--- config.mk ---
export PLATFORM = sky130hd
export DESIGN_NAME = inst_mem_loader
export DESIGN_NICKNAME = d
export VERILOG_FILES = /design/src/rtl/inst_mem_loader_pkg.sv /design/src/rtl/ld_word_assembler.sv /design/src/rtl/inst_mem_loader.sv
export SDC_FILE = /design/constraint.sdc
export NUM_CORES = 1
export LEC_CHECK = 0
export CORE_MARGIN = 4
export CORE_UTILIZATION = 50
export DETAILED_ROUTE_END_ITERATION = 10
export PLACE_DENSITY = 0.75
export SETUP_SLACK_MARGIN = 0.2
export SLEW_MARGIN = 0
export SYNTH_ARGS = -nofsm -noshare
export SYNTH_HDL_FRONTEND = slang
export SYNTH_SLANG_ARGS = --single-unit
--- constraint.sdc ---
create_clock -name clk -period 3.7 [get_ports clk]
set_input_delay 0.555 -clock clk [delete_from_list [all_inputs] [get_ports clk]]
set_output_delay 0.555 -clock clk [all_outputs]
set_load 0.02 [all_outputs]
--- src/rtl/inst_mem_loader_pkg.sv ---
// inst_mem_loader_pkg: shared state encoding, constants and byte-lane helper for the instruction-memory loader
package inst_mem_loader_pkg;
   localparam int LEN_W = 16;
   localparam int DEF_ADDR_STEP = 4;
   localparam logic [31:0] DEF_BASE_ADDR = 32'h0000_0000;
   typedef enum logic [2:0] {
      S_IDLE,
      S_LEN_LO,
      S_LEN_HI,
      S_DATA,
      S_WRITE,
`ifdef LOADER_CHECKSUM_EN
      S_CHECK,
`endif
      S_FIN
   } state_t;
   function automatic logic [31:0] put_byte(input logic [31:0] w, input logic [1:0] k, input logic [7:0] b);
      logic [31:0] r;
      r = w;
      r[8*k +: 8] = b;
      return r;
   endfunction
endpackage

--- src/rtl/ld_word_assembler.sv ---
// ld_word_assembler: packs accepted bytes little-endian into a 32-bit word and flags the fourth byte
module ld_word_assembler
   import inst_mem_loader_pkg::*;
(
   input  logic        clk,
   input  logic        reset,
   input  logic        clr,
   input  logic        accept,
   input  logic [7:0]  byte_in,
   output logic [31:0] word,
   output logic [1:0]  byte_idx,
   output logic        word_full
);
   assign word_full = accept && (byte_idx == 2'd3);
   // Byte k of the word lands in lane k; the index wraps after the fourth byte.
   always_ff @(posedge clk or posedge reset) begin
      if (reset) begin
         word <= '0;
         byte_idx <= '0;
      end else if (clr) begin
         word <= '0;
         byte_idx <= '0;
      end else if (accept) begin
         word <= put_byte(word, byte_idx, byte_in);
         byte_idx <= byte_idx + 2'd1;
      end
   end
endmodule

--- src/rtl/inst_mem_loader.sv ---
// inst_mem_loader: streams a length-prefixed program into instruction memory; LOADER_CHECKSUM_EN adds a trailing XOR check byte
module inst_mem_loader
   import inst_mem_loader_pkg::*;
#(
   parameter int          MAX_WORDS = 256,
   parameter logic [31:0] BASE_ADDR = DEF_BASE_ADDR,
   parameter int          ADDR_STEP = DEF_ADDR_STEP
) (
   input  logic        clk,
   input  logic        reset,
   input  logic        start,
   input  logic [7:0]  byte_in,
   input  logic        byte_valid,
   output logic        byte_ready,
   output logic        wr_en,
   output logic [31:0] wr_addr,
   output logic [31:0] wr_data,
   output logic        busy,
   output logic        done,
   output logic        error,
   output logic        cpu_hold,
   output logic [15:0] word_count
);
   state_t state, state_nx;
   logic [LEN_W-1:0] n;
   logic [LEN_W-1:0] n_in;
   logic xfer, ld_start, fin_ok, fin_err, step, word_full, last_word;
   logic [1:0] byte_idx;
`ifdef LOADER_CHECKSUM_EN
   logic [7:0] csum;
   assign byte_ready = (state == S_LEN_LO) || (state == S_LEN_HI) || (state == S_DATA) || (state == S_CHECK);
`else
   assign byte_ready = (state == S_LEN_LO) || (state == S_LEN_HI) || (state == S_DATA);
`endif
   assign xfer = byte_valid && byte_ready;
   assign wr_en = state == S_WRITE;
   assign busy = (state != S_IDLE) && (state != S_FIN);
   assign n_in = {byte_in, n[7:0]};
   assign last_word = (word_count + 16'd1) == n;

   ld_word_assembler u_asm (
      .clk(clk),
      .reset(reset),
      .clr(ld_start),
      .accept(xfer && (state == S_DATA)),
      .byte_in(byte_in),
      .word(wr_data),
      .byte_idx(byte_idx),
      .word_full(word_full)
   );

   // State register.
   always_ff @(posedge clk or posedge reset) begin
      if (reset) state <= S_IDLE;
      else state <= state_nx;
   end

   // Next state plus the one-cycle strobes that drive the datapath.
   always_comb begin
      state_nx = state;
      ld_start = 1'b0;
      fin_ok = 1'b0;
      fin_err = 1'b0;
      step = 1'b0;
      case (state)
         S_IDLE, S_FIN: if (start) begin
            state_nx = S_LEN_LO;
            ld_start = 1'b1;
         end
         S_LEN_LO: if (xfer) state_nx = S_LEN_HI;
         S_LEN_HI: if (xfer) begin
            if (n_in == '0) begin
`ifdef LOADER_CHECKSUM_EN
               state_nx = S_CHECK;
`else
               state_nx = S_FIN;
               fin_ok = 1'b1;
`endif
            end else if (n_in > LEN_W'(MAX_WORDS)) begin
               state_nx = S_FIN;
               fin_err = 1'b1;
            end else state_nx = S_DATA;
         end
         S_DATA: if (word_full) state_nx = S_WRITE;
         S_WRITE: begin
            step = 1'b1;
            if (last_word) begin
`ifdef LOADER_CHECKSUM_EN
               state_nx = S_CHECK;
`else
               state_nx = S_FIN;
               fin_ok = 1'b1;
`endif
            end else state_nx = S_DATA;
         end
`ifdef LOADER_CHECKSUM_EN
         S_CHECK: if (xfer) begin
            state_nx = S_FIN;
            fin_ok = byte_in == csum;
            fin_err = byte_in != csum;
         end
`endif
         default: state_nx = S_IDLE;
      endcase
   end

   // Length header, write address, word counter and sticky status flags.
   always_ff @(posedge clk or posedge reset) begin
      if (reset) begin
         n <= '0;
         wr_addr <= BASE_ADDR;
         word_count <= '0;
         done <= 1'b0;
         error <= 1'b0;
         cpu_hold <= 1'b1;
      end else begin
         if (ld_start) begin
            wr_addr <= BASE_ADDR;
            word_count <= '0;
            done <= 1'b0;
            error <= 1'b0;
            cpu_hold <= 1'b1;
         end
         if (xfer && (state == S_LEN_LO)) n[7:0] <= byte_in;
         if (xfer && (state == S_LEN_HI)) n[15:8] <= byte_in;
         if (step) begin
            wr_addr <= wr_addr + 32'(ADDR_STEP);
            word_count <= word_count + 16'd1;
         end
         if (fin_ok) begin
            done <= 1'b1;
            cpu_hold <= 1'b0;
         end
         if (fin_err) error <= 1'b1;
      end
   end

`ifdef LOADER_CHECKSUM_EN
   // Running XOR of every data byte, compared against the trailing check byte.
   always_ff @(posedge clk or posedge reset) begin
      if (reset) csum <= '0;
      else if (ld_start) csum <= '0;
      else if (xfer && (state == S_DATA)) csum <= csum ^ byte_in;
   end
`endif

   // A WRITE cycle always follows a complete four-byte word.
   assert property (@(posedge clk) disable iff (reset) (state == S_WRITE) |-> (byte_idx == 2'd0));
endmodule
Word-level counts from Yosys, hierarchy flattened
Index checks and enable logic that the tools add are counted.
W data, S select, Z words.
Word-level totals
  bits of input ports: 12
  output and inout port bits: 86
  bits in registers: 104
Operators by class
  add/subtract/negate cells: 4
  mux-type cells: 33
  equality and inequality tests: 12
  shifts and indexed selects: 2
  magnitude comparators: 1
  reduce and logical (&&, ||, !) cells: 17
Operator list (count)
  $mux W32: 4
  $neg A5 Y34: 1
  $shift A8 B34 Y32 const A: 1
  $shiftx A8 B34 Y32: 1
  $add A32 B3 Y32 const B: 1
  $bwmux W32: 1
  $mux W16: 2
  $mux W3: 7
  $add A16 B1 Y16 const B: 1
  $eq A16 B16 Y1: 1
  $gt A16 B9 Y1 const B: 1
  $logic_not A16 Y1: 1
  $mux W1: 15
  $pmux W3 S5: 1
  $reduce_bool A2 Y1: 4
  $eq A3 B2 Y1 const B: 2
  $eq A3 B3 Y1 const B: 2
  $logic_and A1 B1 Y1: 6
  $ne A2 B2 Y1 const B: 3
  $mux W2: 2
  $reduce_and A4 Y1: 1
  $eq A3 B1 Y1 const B: 1
  $logic_not A3 Y1: 1
  $ne A3 B3 Y1 const B: 1
  other kinds (7): 8

Depth between registers and ports, before layout
Gate-level depths: netlist (run 1).
  word-level depth: 8
  depth in mapped cells: 8
  depth with buffers taken out: 7

Cells and area by module
Synthesis (run 1) repeated with hierarchy kept, for this count alone.
Second synthesis, totals
  cells, all modules: 522
  area, all modules: 5337.6 um^2
By module, submodules not included
  inst_mem_loader: times used 1, area each 3748.6 um^2, cells an instance 398
  ld_word_assembler: times used 1, area each 1589.0 um^2, cells an instance 124

Worst setup path after synthesis (run 1)
OpenSTA, ideal clock, no wires.
  kind: register to register
  start: register word_count[0]
  end: register done
  data arrival time: 2421 ps
  cell stages (with the launch flop): 9
  path slack: 1204 ps
  cell sequence: dfrtp_1 ha_1 and4_1 buf_4 and4_1 o22ai_1 or4_4 or4_4 o21ai_2
Between the ends
  cells in the longest elaborated chain, start to end: 5
Ends and longest elaborated chain
  from (decl): line inst_mem_loader.sv:22  | output logic [15:0] word_count
  from (signal assigned): line inst_mem_loader.sv:128  | word_count <= word_count + 16'd1;
  $add A16 B1 Y16 (*): line inst_mem_loader.sv:39  | assign last_word = (word_count + 16'd1) == n;
  $eq A16 B16 Y1 (*): line inst_mem_loader.sv:39
  $mux W1 (*): line inst_mem_loader.sv:87  | if (last_word) begin
  $pmux W1 S2 (*): line inst_mem_loader.sv:65  | case (state)
  $mux W1 / $reduce_bool A2 Y1 (equally long branches)
  to (signal assigned): line inst_mem_loader.sv:113  | done <= 1'b0;
  to (signal assigned): line inst_mem_loader.sv:120  | done <= 1'b0;
  to (signal assigned): line inst_mem_loader.sv:131  | done <= 1'b1;
  to (decl): line inst_mem_loader.sv:19  | output logic done,
Every way passes the cells marked *; elsewhere a longest branch is shown, timed or not.
A chain may end at the register's enable or synchronous reset.

Final worst setup path (run 1)
  start: register state[0]
  end: output port wr_en
Between the ends
  cells in the longest elaborated chain, start to end: 1
Ends and longest elaborated chain
  from (decl): line inst_mem_loader.sv:24  | state_t state, state_nx;
  from (signal assigned): line inst_mem_loader.sv:55  | else state <= state_nx;
  $eq A3 B3 Y1: line inst_mem_loader.sv:36  | assign wr_en = state == S_WRITE;
  to (decl): line inst_mem_loader.sv:15  | output logic wr_en,
No other way between the ends.

==> results of run 1 <==
==> cells by family after synthesis <==
| logic type | synth area share [%] |
|---|---|
| simple gates | 21.1 |
| compound gates | 15.8 |
| flops | 49.2 |
| buf+inv | 3.50 |
| xor+xnor | 4.05 |
| mux | 4.41 |
| fa+ha+maj | 1.88 |
| other cells | 0.0723 |
==> cell usage after synthesis, types with 2 or more instances <==
master	instances
mux2_2	7
a31oi_1	4
or3_1	3
a22oi_1	3
o22ai_1	2
mux2i_1	15
and3_1	14
o21ai_0	42
inv_1	8
buf_2	6
nor4_1	7
ha_1	7
nor2b_1	7
or4b_1	2
xor2_1	13
xnor2_1	11
a21oi_1	14
nor3_1	5
nand2b_1	2
a22o_1	35
nand2_1	80
or4_4	2
nand3b_1	3
dfrtp_1	101
o211ai_1	3
clkbuf_1	14
nand3_1	35
and4_1	8
a21boi_0	2
o21ai_2	2
nand4_1	9
o31ai_1	8
buf_4	6
nor2_1	27
or2_2	3
==> through the flow <==
step	instances	power, mW	hold slack, ps	util [%]
floorplan	532	2.30	465	-
global placement	735	2.68	476	62.2
finish	751	3.39	504	64.1
CTS	751	3.40	501	64.1
global route	751	3.59	531	64.1
detailed placement	735	2.72	486	62.2
==> where the power goes <==
part,internal [mW],total (mW),switching [mW]
clock network,0.262,0.690,0.429
logic,0.506,1.18,0.673
registers,1.29,1.52,0.234
total,2.06,3.39,1.34
==> flip-flops by register name, summed over array words and instances (netlist names) <==
register	flops
cpu_hold	1
done	1
error	1
n	16
state	3
u_asm.byte_idx	2
u_asm.word	32
word_count	16
wr_addr	30
==> per-layer routing <==
layer | up-vias | part of all wire [%] | global-route usage (%) | routed length (um)
met4 | 0 | 1.4 | 6.50 | 175
met1 | 2136 | 48 | 33.0 | 6270
met5 | - | 0 | 0 | 0
met2 | 136 | 45 | 34.0 | 5830
li1 | 2089 | - | - | -
met3 | 18 | 5.3 | 4.11 | 689
==> cell usage in the layout (no fill, tap or decap), types with 3 or more instances in the layout <==
master / synthesis / final
a21oi_1: 14 / 14
a22oi_1: 3 / 3
buf_4: 6 / 4
nor2_1: 27 / 27
ha_1: 7 / 7
dfrtp_1: 101 / 101
o211ai_1: 3 / 3
nand3_1: 35 / 35
inv_1: 8 / 7
clkbuf_8: 0 / 9
nor3_1: 5 / 5
and3_1: 14 / 14
o21ai_0: 42 / 42
mux2_2: 7 / 7
nand4_1: 9 / 9
o31ai_1: 8 / 8
xnor2_1: 11 / 11
xor2_1: 13 / 13
nor4_1: 7 / 7
or2_2: 3 / 3
mux2i_1: 15 / 15
nand3b_1: 3 / 3
a22o_1: 35 / 35
nor2b_1: 7 / 7
or3_1: 3 / 3
a31oi_1: 4 / 4
clkdlybuf4s50_1: 0 / 95
and4_1: 8 / 8
nand2_1: 80 / 80
==> final cells by class <==
cell class / instances / area (um^2) / area share [%]
Timing Repair Buffer: 99 / 981 / 15.4
Clock buffer: 9 / 124 / 1.94
Multi-Input combinational cell: 392 / 2460 / 38.5
Inverter: 9 / 36.3 / 0.568
Clock inverter: 7 / 65.1 / 1.02
Sequential cell: 102 / 2550 / 40.0
Tap cell: 133 / 166 / 2.61
==> worst paths after layout <==
path,startpoint,to,slack (ps),cells after the start
setup reg to reg,word_count[0],state[2],1040,7
min in group asynchronous,reset,wr_addr[28],650,2
max in group asynchronous,reset,wr_addr[3],2270,3
hold reg to reg,wr_addr[31],wr_addr[31],500,1
setup / recovery,state[0],wr_en,990,4
hold / removal,wr_addr[31],wr_addr[31],500,1
==> results.cfg, run 1 <==
[sta]
tightest_slew_ps = 981
hold_violations = 0
setup_tns_ps = 0
rsz0062_at_grt = false
worst_slew_margin_rel_pct = 34.4
max_freq_mhz = 369
maxSlewViolCount = 0
final.min_clock_period_ps = 2710
setup_slack_ps = 990
finClkSkew_ps = 10.8
setup_viol = 0
period_share_pct = 73.2

[global_routing]
grt_remaining_overflow = 0
grt_pass1_vias = 4121
antenna_found_initial = 0
track_usage_pct = 22.5
grt_pass1_wl_um = 21100
grt_max_degree = 62

[routing]
wl_um = 13000
drtIter0Drc = 264
firstDrtPassIters = 5
drc_errors = 0
num_vias = 4379
drt.antenna.violating_nets = 0
vias_per_cell = 5.83
routedWlPerCell_um = 17.3

[worst_setup_path]
crit_buf_inv = 2
endpoint_kind = output port
critical-path-max-stage-delay_ps = 670
critPathKind = reg -> out
cp-start-kind = flip-flop
path_cells = nor2_1, nand2_1, inv_2, clkdlybuf4s50_1
crit_fanout = 16
required_ps = 3140
arrival_ps = 2160
slowest_stage = clkdlybuf4s50_1
crit_family = buffers and inverters

[worst_hold_path]
min_path_type = reg -> reg

[cells_and_area]
drive_above_1_share_pct = 6.63
antenna_cells = 0
area_growth_pct = 23.0
fin_nets = 632
final_area_mm2 = 0.00638
fill_cells = 828

[synth]
async_flop_share_pct = 100
synth_top_area_share_pct = 48.7
ys_seq_area_share_pct = 49.2
avgSynthCellArea_um2 = 9.77
synth_cells = 531
ys_types = 56
synthTopCellsByArea = dfrtp_1 (49%), a22o_1 (5.9%), nand2_1 (5.8%), o21ai_0 (4.1%), nand3_1 (3.4%)
synthesis.area_mm2 = 0.00519
synthFlopType = dfrtp_1
yosys_warnings = 0
yosysTopAreaCell = dfrtp_1
synth_seq_cells = 102
synth_edf_count = 0

[pwr]
p_leak_nw = 2.81
p_per_area_mw_per_mm2 = 531
ir_drop_mv = 0.288

[clock_tree]
cts_buffers = 9
clk_latency_ps = 370
cts_max_level = 3
postCtsHoldBufs = 0
cts_resized = 0
cts_tree = yes
clk_pin_slew_ps = 110
cts_root_buf = clkbuf_8
cts_setup_buffers = 0
clock-sinks = 102
clock_path_buffers = 2

[run]
max-cap-violations = 0

[die]
die_y_um = 110
coreArea_mm2 = 0.00995
start_util_pct = 52.1
rows = 36
die_w_um = 110
ioPinCount = 98
die_area_mm2 = 0.0121

[place]
place_ws_ps = 890
dpl.hpwl_um = 9200
place_area_mm2 = 0.00620
port_buffers = 95
gp_congestion = 0.861

[status]
status = finished, final reports clean
Power figures use the tool's default switching activity.
==> inputs of run 2 (changes only) <==
==> constraint.sdc (replaced) <==
create_clock -name clk -period 2.7 [get_ports clk]
set_input_delay 0.405 -clock clk [delete_from_list [all_inputs] [get_ports clk]]
set_output_delay 0.405 -clock clk [all_outputs]
set_load 0.02 [all_outputs]
==> run 2 against run 1 <==
Wire length grew 5.2%; clock skew is 3.1 ps lower; global-route usage is 1.1 points higher.
==> results.cfg, run 2 (same netlist as run 1, synthesis figures left out) <==
[cells_and_area]
seqCellArea_mm2 = 0.00256
drive_above_1_share_pct = 11.1
final_common_cell = dfrtp_1
fin_nets = 655
antenna_cells = 0
final_area_mm2 = 0.00661
regMostFlops = u_asm.word
largest_reg_flops = 32
multi_input_area_mm2 = 0.00248
final_cell_mix = dfrtp_1 (99), clkdlybuf4s50_1 (94), nand2_1 (80)
area_growth_pct = 27.3
fin_util_pct = 66.4
fill_cells = 792
largestRegisters = u_asm.word (32), wr_addr (30)

[clock_tree]
cts_buffers = 9
cts_root_buf = clkbuf_8
clock_path_buffers = 2
clk_pin_slew_ps = 100
cts_max_level = 3
clock-sinks = 102
cts_tree = yes
clk_latency_ps = 370

[worst_setup_path]
cp-start-kind = flip-flop
critPathKind = reg -> reg
crit_buf_inv = 0
crit_family = simple AND/OR/NAND/NOR gates
path_common_cell = or4_4
worst-path-stages = 7
slowest_stage = or4_4
path_cells = ha_2, and4_2, and4_1, o22ai_1, or4_4, or4_4, o21ai_2
required_ps = 3000
rr_worst_depth = 7
critical-path-max-stage-delay_ps = 540
endpoint_kind = flip-flop
crit_fanout = 8
arrival_ps = 2650

[die]
rows = 36
ioPinCount = 98
start_util_pct = 52.1
die_area_mm2 = 0.0121
coreArea_mm2 = 0.00995
die_y_um = 110
die_w_um = 110

[place]
gp_congestion = 0.894
port_buffers = 95
place_area_mm2 = 0.00638
dpl.hpwl_um = 9780
place_ws_ps = 262

[global_routing]
grt_max_degree = 34
grt_pass1_wl_um = 22100
antenna_found_initial = 0
track_usage_pct = 23.6
grt_remaining_overflow = 0
grt_pass1_vias = 4350

[sta]
final.min_clock_period_ps = 2350
setup_slack_ps = 350
setup_viol = 0
setup_tns_ps = 0
rsz0062_at_grt = false
maxSlewViolCount = 0
max_freq_mhz = 426
hold_violations = 0
tightest_slew_ps = 677
period_share_pct = 87.0
worst_slew_margin_rel_pct = 54.8
finClkSkew_ps = 7.71

[pwr]
p_leak_nw = 2.93
finalPower_mw = 4.80
ir_drop_mv = 0.601
p_per_area_mw_per_mm2 = 727

[routing]
drt.antenna.violating_nets = 0
vias_per_cell = 5.79
routedWlPerCell_um = 17.6
wl_um = 13600
drtIter0Drc = 316
drc_errors = 0
firstDrtPassIters = 5
num_vias = 4479

[status]
status = finished, final reports clean

[worst_hold_path]
min_path_type = in -> async

[run]
max-cap-violations = 0
==> run 2: repair_timing <==
item                                   in CTS  in global routing
gates cloned                                0                  0
resized for setup                           2                  8
hold buffers                                0                  0
setup endpoints to repair                   1                  5
setup buffers                               0                  0
endpoints found under the hold margin       0                  0
==> run 2: layer usage <==
| metal | GRT usage (%) | wire length, um | up-vias |
|---|---|---|---|
| met5 | 0 | 0 | - |
| met1 | 33.7 | 6300 | 2174 |
| li1 | - | - | 2136 |
| met3 | 5.58 | 891 | 15 |
| met4 | 5.97 | 153 | 0 |
| met2 | 36.2 | 6300 | 154 |
==> run 2: stage by stage <==
step,hold slack (ps),std cells
after detailed placement,490,758
final,441,773
after global routing,469,773
after global placement,475,758
after CTS,446,773
after floorplan,465,532
==> run 2: final cells by class <==
| type | count | area share (%) |
|---|---|---|
| multi-input cells | 392 | 37.6 |
| repair buffers | 122 | 17.6 |
| inverters | 9 | 0.606 |
| flip-flops and latches | 102 | 38.7 |
| clock buffers | 10 | 2.08 |
| clock inverters | 5 | 0.871 |
| well taps | 133 | 2.52 |
==> run 2: worst paths after layout <==
path,start,end,slack [ps]
worst max-delay path,word_count[0],done,350
worst min-delay path,reset,n[9],440
worst max register to register,word_count[0],done,350
worst min register to register,wr_addr[31],wr_addr[31],510
max in group asynchronous,reset,word_count[3],1640
min in group clk,wr_addr[31],wr_addr[31],510
==> run 2: power by group <==
part	switching [mW]	internal, mW	total (mW)	leakage, nW
clock	0.533	0.453	0.986	0.103
combinational	0.976	0.769	1.75	1.44
sequential	0.301	1.77	2.07	1.38
total	1.81	2.99	4.80	2.93
==> inputs of run 3 (changes only) <==
--- a/config.mk
+++ b/config.mk
@@ -6,9 +6,9 @@
 export NUM_CORES = 1
 export LEC_CHECK = 0
 export CORE_MARGIN = 4
-export CORE_UTILIZATION = 50
+export CORE_UTILIZATION = 47
 export DETAILED_ROUTE_END_ITERATION = 10
-export PLACE_DENSITY = 0.75
+export PLACE_DENSITY = 0.74
 export SETUP_SLACK_MARGIN = 0.2
 export SLEW_MARGIN = 0
 export SYNTH_ARGS = -nofsm -noshare
==> constraint.sdc (replaced) <==
create_clock -name clk -period 2 [get_ports clk]
set_input_delay 0.3 -clock clk [delete_from_list [all_inputs] [get_ports clk]]
set_output_delay 0.3 -clock clk [all_outputs]
set_load 0.02 [all_outputs]
==> run 3 against run 2 <==
The run now ends with negative setup slack left; sequential power grew 32%; core utilization rose by 3.1 points; combinational power is 70% higher; power grew 46%; global-route usage grew 0.23 points; critical path type unchanged; largest cell class is now multi-input combinational cells.
==> results.cfg, run 3 (same netlist as run 1, synthesis figures left out) <==
[status]
status = finished with violations
violations = negative setup slack

[pwr]
swShare_pct = 38.1
p_leak_nw = 3.65
clockPowerShare_pct = 18.5
combPwrFrac_pct = 42.4
internal-power_mw = 4.34
switchingPower_mw = 2.67
seq_power_share_pct = 39.1
ir_drop_mv = 0.675
p_per_area_mw_per_mm2 = 930

[worst_setup_path]
endpoint_kind = flip-flop
path_common_cell = or4_4
required_ps = 2300
crit_family = simple AND/OR/NAND/NOR gates
reg2reg_setup_slack_ps = -310
rr_worst_depth = 7
crit_fanout = 5
r2r-start = word_count[1]
slowest_stage = or4_4
path_cells = ha_4, and4_4, a31oi_1, o22ai_2, or4_4, or4_4, o21ai_2
crit_buf_inv = 0
critical-path-max-stage-delay_ps = 570
arrival_ps = 2620
critPathKind = reg -> reg
reg2reg_to = done
cp-start-kind = flip-flop

[run]
max-cap-violations = 0

[worst_hold_path]
min_path_type = in -> async

[routing]
drc_errors = 0
firstDrtPassIters = 5
drtIter0Drc = 284
routedWlPerCell_um = 17.9
num_vias = 4946
drt.antenna.violating_nets = 0
vias_per_cell = 5.71
wl_um = 15500

[sta]
setup_slack_ps = -312
period_share_pct = 116
finClkSkew_ps = 13.0
rsz0062_at_grt = true
setup_viol = 4
final.min_clock_period_ps = 2310
max_freq_mhz = 433
maxSlewViolCount = 0
hold_violations = 0
holdWs_ps = 297

[place]
place_area_mm2 = 0.00694
gp_congestion = 0.929
dp.cells = 827
port_buffers = 95
dpl.hpwl_um = 10900

[cells_and_area]
fin_nets = 741
largest_reg_flops = 32
regMostFlops = u_asm.word
area_growth_pct = 45.1
largestRegisters = u_asm.word (32), wr_addr (30)
drive_above_1_share_pct = 28.0
fill_cells = 832
final_cell_mix = buf_4 (106), dfrtp_1 (86), nand2_1 (77)
instances_no_fill = 866
antenna_cells = 0
fin_util_pct = 69.5
final_common_cell = buf_4
final_area_mm2 = 0.00753

[clock_tree]
cts_tree = yes
postCtsHoldBufs = 0
clock-sinks = 102
cts_root_buf = clkbuf_8
clock_path_buffers = 2
cts_max_level = 3
clk_latency_ps = 370
cts_buffers = 9
clk_pin_slew_ps = 100

[global_routing]
grt_remaining_overflow = 0
grt_max_degree = 38
antenna_found_initial = 0
track_usage_pct = 23.8
grt_pass1_vias = 4883
grt_pass1_wl_um = 24600

[die]
rows = 38
coreArea_mm2 = 0.0108
die_area_mm2 = 0.0128
die_y_um = 113
ioPinCount = 98
die_w_um = 113
start_util_pct = 47.9
==> run 3: cell types whose count changed in the layout (fill, tap and decap cells not counted), sizes merged <==
cell	before	now
dlymetal6s2s	0	10
clkdlybuf4s15	0	1
inv	10	8
clkdlybuf4s50	94	69
buf	27	115
clkinv	2	4
dlygate4sd2	1	12
clkinvlp	1	2
==> run 3: worst max path at each step <==
stage	slack (ps)	end	start	cells past startpoint
4_1_cts	-260	done	word_count[1]	7
6_report	-310	done	word_count[1]	7
3_5_place_dp	-330	done	word_count[3]	7
5_1_grt	-390	done	word_count[10]	7
3_3_place_gp	-250	word_count[5]	start	5
2_1_floorplan	-270	done	word_count[0]	8
==> run 3: power by group through the flow <==
| stage | Clock, mW | Combinational, mW | Sequential, mW |
|---|---|---|---|
| global placement | 0 | 2.58 | 2.74 |
| global route | 1.39 | 3.24 | 2.78 |
| detailed placement | 0 | 2.67 | 2.75 |
| floorplan | 0 | 1.46 | 2.84 |
| finish | 1.30 | 2.97 | 2.74 |
| CTS | 1.32 | 2.77 | 2.71 |
==> run 3: timing repair <==
| action | CTS | global route |
|---|---|---|
| hold endpoints to repair | 0 | 0 |
| buffers inserted | 11 | 13 |
| resized for setup | 43 | 52 |
| pin swaps | 10 | 15 |
| endpoints found under the setup margin | 61 | 64 |
==> run 3: worst register-to-register path, cell delays in order, from the launching register on <==
cell and delay (ps):
dfrtp_2 460, ha_4 200, and4_4 150, a31oi_1 170, o22ai_2 120, or4_4 450
or4_4 570, o21ai_2 130
==> run 3: layout make-up <==
cell class | instances | area (um^2) | share of cell area, %
timing repair buffer | 208 | 1870 | 24.9
clock buffer | 9 | 124 | 1.64
tap | 140 | 175 | 2.33
multi-input combinational | 392 | 2690 | 35.6
inverter | 9 | 42.5 | 0.565
clock inverter | 6 | 61.3 | 0.814
sequential | 102 | 2570 | 34.2
==> run 3: routing by layer <==
metal | vias up | wire, um | track usage (%)
met3 | 19 | 1110 | 4.12
li1 | 2300 | - | -
met5 | - | 0 | 0
met4 | 0 | 244 | 7.37
met2 | 208 | 7570 | 39.1
met1 | 2419 | 6620 | 32.4
==> run 3: stage by stage <==
| stage | worst slack (ps) | power [mW] | TNS, ps |
|---|---|---|---|
| 6_report | -312 | 7.01 | -949 |
| 5_1_grt | -388 | 7.42 | -1340 |
| 4_1_cts | -255 | 6.80 | -866 |
| 3_5_place_dp | -328 | 5.42 | -6230 |
| 3_3_place_gp | -254 | 5.32 | -5410 |
| 2_1_floorplan | -267 | 4.30 | -795 |
==> edit 1, RTL diff (config.mk and constraints of run 2) <==
Register the output `word_count` once more, cleared by the reset; this adds one clock of latency there. The other outputs are not delayed to match.
--- a/src/rtl/inst_mem_loader.sv
+++ b/src/rtl/inst_mem_loader.sv
@@ -22,4 +22,6 @@
    output logic [15:0] word_count
 );
+
+   logic [15:0] word_count_s0;
    state_t state, state_nx;
    logic [LEN_W-1:0] n;
@@ -37,5 +39,5 @@
    assign busy = (state != S_IDLE) && (state != S_FIN);
    assign n_in = {byte_in, n[7:0]};
-   assign last_word = (word_count + 16'd1) == n;
+   assign last_word = (word_count_s0 + 16'd1) == n;
 
    ld_word_assembler u_asm (
@@ -110,5 +112,5 @@
          n <= '0;
          wr_addr <= BASE_ADDR;
-         word_count <= '0;
+         word_count_s0 <= '0;
          done <= 1'b0;
          error <= 1'b0;
@@ -117,5 +119,5 @@
          if (ld_start) begin
             wr_addr <= BASE_ADDR;
-            word_count <= '0;
+            word_count_s0 <= '0;
             done <= 1'b0;
             error <= 1'b0;
@@ -126,5 +128,5 @@
          if (step) begin
             wr_addr <= wr_addr + 32'(ADDR_STEP);
-            word_count <= word_count + 16'd1;
+            word_count_s0 <= word_count_s0 + 16'd1;
          end
          if (fin_ok) begin
@@ -147,3 +149,11 @@
    // A WRITE cycle always follows a complete four-byte word.
    assert property (@(posedge clk) disable iff (reset) (state == S_WRITE) |-> (byte_idx == 2'd0));
+   always_ff @(posedge clk or posedge reset) begin
+      if (reset) begin
+         word_count <= '0;
+      end else begin
+         word_count <= word_count_s0;
+      end
+   end
+
 endmodule
Behaviour: not the same (a bounded check fails within 10 cycles, from zero or initial values and one cycle with reset high).
==> edit 1 against run 2 <==
Power is 28% higher. Final cell count is 2.8% higher. Critical endpoint is now cpu_hold. Area after synthesis is 7.5% higher. Worst setup slack worse by 44 ps. Sequential cell count is 16 higher. Routed wire length is 1.8% higher. Via count is 3.6% higher. Design area is 11% higher.
==> edit 1: results (changes against run 2) <==
status = finished, final reports clean
worst hold path class = in2async
CP Max Fanout = 7 (-1)
first-pass GRT wire length = 23120 um (+4.5%)
hold_ws = 157.8 ps (-283.1 ps)
Clock transition at path regs = 60 ps (-40 ps)
Synth warnings = 0 (unchanged)
wire length per cell = 17.46 um (-1.0%)
compound-gate portion of the synthesized area = 16.04% (+0.22 points)
Final Wtd Congestion = 0.8833 (-1.2%)
Starting DRT DRC Count = 314 (-0.63%)
xor-xnor portion of the synthesized cell area = 3.454% (-0.60 points)
Rel. slew slack = 23.39% (-31 points)
sequential element share of the synthesized area = 52.96% (+3.8 points)
mux contribution to synthesized area = 2.692% (-1.7 points)
start point of the critical path = word_count_s0[0]
largest net degree at the start of global routing = 64 (+88%)
Total GRT Usage = 22.27% (-1.3 points)
RR Endpoint = cpu_hold
maximum VDD drop = 0.4729 mV (-21%)
H-Tree Depth = 4 (+1)
vias = 4639 (+3.6%)
Commonest cells post-synth = dfrtp_1 (117), nand2_1 (71), o21ai_0 (34)
Crit path arrival time = 2830 ps (+180 ps)
internal power = 0.004078 W (+36%)
hpwl dp = 9374 um (-4.1%)
top cells by area, synth = dfrtp_1 (52%), a22o_1 (4.9%), nand2_1 (4.8%)
1st-pass router iterations = 5 (unchanged)
post-synthesis cell type count = 65 (+16%)
Final #Nets = 661 (+0.92%)
Skew-Pair Late Insertion Delay = 510 ps (+140 ps)
leakage = 3.215 nW (+9.9%)
n_diodes = 0 (unchanged)
Top Registers = u_asm.word (32), wr_addr (30)
adder-cell share of the synthesized area = 1.570% (-0.31 points)
layout cell share with drive strength beyond 1 = 12.98% (+1.9 points)
r2r setup slk = 310 ps (-40 ps)
CTS Buf Count = 17 (+8)
clock tree buffer depth = 2 (unchanged)
Layout Skew = 5.177 ps (-2.537 ps)
## edit 1: cell count changes after synthesis, sizes merged, moves of 4 or more
cell / before / now
a22o: 35 / 31
and3: 14 / 10
and4: 8 / 4
dfrtp: 101 / 117
mux2i: 15 / 6
nand2: 80 / 72
nand3: 36 / 32
nand4: 9 / 13
nor2: 27 / 31
o21ai: 44 / 49
## edit 1: worst max-delay path by stage
| stage | to | slack, ps |
|---|---|---|
| 6_report | cpu_hold | 310 |
| 4_1_cts | wr_en | 210 |
| 3_5_place_dp | cpu_hold | 300 |
| 2_1_floorplan | u_asm.word[24] | 610 |
| 5_1_grt | state[1] | 200 |
| 3_3_place_gp | state[1] | 410 |
## edit 1: power by group through the flow
stage | clock network (W) | registers [W] | logic [W]
2_1_floorplan | 0 | 0.00238 | 0.00101
5_1_grt | 0.00229 | 0.00237 | 0.00180
3_3_place_gp | 0 | 0.00234 | 0.00159
6_report | 0.00217 | 0.00234 | 0.00165
4_1_cts | 0.00220 | 0.00233 | 0.00166
3_5_place_dp | 0 | 0.00235 | 0.00163
## edit 1: per-stage QoR
| step | util [%] | setup slack [ps] | std cells | cell area, um^2 | power, W |
|---|---|---|---|---|---|
| floorplan | - | 612.7 | 535 | 5585 | 0.003391 |
| global placement | 61.89 | 412.5 | 762 | 6739 | 0.003932 |
| detailed placement | 61.89 | 296.5 | 762 | 6739 | 0.003980 |
| CTS | 67.20 | 206.6 | 794 | 7317 | 0.006186 |
| global route | 67.24 | 199.0 | 795 | 7321 | 0.006460 |
| finish | 67.24 | 306.3 | 795 | 7321 | 0.006151 |
## edit 1: per-layer routing
| metal | wire (um) | part of all wire [%] | GRT usage, % |
|---|---|---|---|
| met1 | 6075 | 44 | 30.66 |
| met2 | 6688 | 48 | 35.02 |
| met3 | 937 | 6.7 | 5.411 |
| met4 | 182 | 1.3 | 7.212 |
| met5 | 0 | 0 | 0 |
## edit 1: timing repair
item                                    4_1_cts  5_1_grt
cloned                                        0        0
resized for setup                             1        2
setup buffers                                 0        1
pin swaps                                     0        1
hold buffers                                  0        0
endpoints found under the setup margin        1        5
## edit 1: layout make-up
cell class	instances	area, um^2
inverter	12	48.80
clock inverter	14	151.4
fill	825	3567
clock buffer	18	427.9
sequential	118	2954
multi-input combinational	376	2440
timing repair buffer	117	1124
tap	140	175.2
## edit 1: critical path, stage by stage (launching register included)
cell	delay (ps)
dfrtp_1	470
ha_1	330
nand2_2	170
nor4_4	410
nand4_1	140
a211oi_1	350
nand4_2	220
o21a_1	220
==> edit 2, RTL diff (settings of run 2) <==
Without the edit above. Add a define of `LOADER_CHECKSUM_EN`.
--- a/src/rtl/inst_mem_loader_pkg.sv
+++ b/src/rtl/inst_mem_loader_pkg.sv
@@ -1,3 +1,5 @@
 // inst_mem_loader_pkg: shared state encoding, constants and byte-lane helper for the instruction-memory loader
+`define LOADER_CHECKSUM_EN
+
 package inst_mem_loader_pkg;
    localparam int LEN_W = 16;
Formal check against the unedited RTL: not equivalent (Yosys sat finds a counterexample within 4 cycles, from zero or initial values and one cycle with reset high).
==> edit 2 against run 2 <==
The flow now finishes with violations (design-rule violations). Utilization down 1.9 points. First-iteration DRC count up 5.7%. Worst setup slack better by 1.3 ps. Power up 12%. Hold slack worse by 9.0 ps. Area after synthesis up 7.1%. Sequential cell count up 8. Clock power up 4%. Design area up 5.7%. Non-clock buffer count down 4. Routed wire length about the same. Critical endpoint is now byte_ready. Largest power group unchanged.
==> edit 2: results (changes against run 2) <==
Layout area overhead = 25.69%
final-layout fill cell count = 882 (+11%)
mux contribution to synthesized area = 4.684% (+0.27 points)
grt met1 use = 31.35% (-2.4 points)
hpwl dp = 9804 um (+0.24%)
PostCTS Resize Cnt = 3 (+1)
Residual DRC = 1 (+1)
buffering overhead = 16.48% (-1.2 points)
compound-gate portion of the synthesized area = 16.57% (+0.76 points)
met3 usage = 4.721% (-0.86 points)
crit path time final = 2348 ps (-1.275 ps)
Commonest cells post-synth = dfrtp_1 (109), nand2_1 (61), o21ai_0 (39)
Clock-cell share = 2.992% (+0.037 points)
multi-input gates = 391 (-0.26%)
Total GRT Usage = 22.17% (-1.4 points)
crit path to = byte_ready
largest net degree at the start of global routing = 76 (+120%)
sequential element share of the synthesized area = 49.56% (+0.36 points)
dpl cell area = 6728 um^2 (+5.4%)
adder-cell share of the synthesized area = 1.576% (-0.30 points)
Syn Inst Count = 550 (+3.6%)
chip width = 113.4 um (+3.2%)
1st-pass router iterations = 8 (+3)
GRT met2 Usage = 35.74% (-0.48 points)
xor-xnor portion of the synthesized cell area = 7.183% (+3.1 points)
Non-Filler Instances = 791 (+2.3%)
failing checks = design-rule violations
sequential share of cell area = 39.52% (+0.83 points)
# placed instances = 773 (+2.0%)
r2r setup slk = 430 ps (+80 ps)
first-pass GRT wire length = 23020 um (+4.1%)
Starting DRT DRC Count = 334 (+5.7%)
vias in the first global route = 4529 (+4.1%)
metal3 WL = 690 um (-23%)
multi-input combinational area share = 37.59% (about the same)
status = finished, violations left
layout cell share with drive strength beyond 1 = 11.83% (+0.73 points)
clock buf count = 11 (+1)
leakage = 2.910 nW (-0.58%)
Final #Nets = 665 (+1.5%)
start point of the critical path = state[2]
maximum VDD drop = 0.6361 mV (+5.9%)
Crit path arrival time = 1940 ps (-710 ps)
top cells by area, synth = dfrtp_1 (49%), a22o_1 (5.0%), nand2_1 (4.1%)
## edit 2: cell count changes after synthesis, sizes merged, moves of 5 or more
| cell | before | now |
|---|---|---|
| nand2 | 80 | 61 |
| o211ai | 3 | 15 |
| xnor2 | 11 | 23 |
| mux2 | 7 | 16 |
| o31ai | 8 | 17 |
| dfrtp | 101 | 109 |
| and3 | 14 | 7 |
| mux2i | 15 | 8 |
| nand3 | 36 | 29 |
| xor2 | 13 | 20 |
| inv | 9 | 15 |
| nor3 | 5 | 10 |
| o21ai | 44 | 39 |
## edit 2: worst max-delay path, stage by stage (launching register included)
cell,delay [ps]
dfrtp_2,500
nor2b_2,230
nor2_1,100
inv_1,110
clkdlybuf4s50_1,620
## edit 2: power by group
| part | switching, W | internal [W] | leakage [nW] |
|---|---|---|---|
| combinational | 0.00108 | 0.000925 | 1.33 |
| sequential | 0.000342 | 0.00197 | 1.47 |
| clock | 0.000555 | 0.000480 | 0.109 |
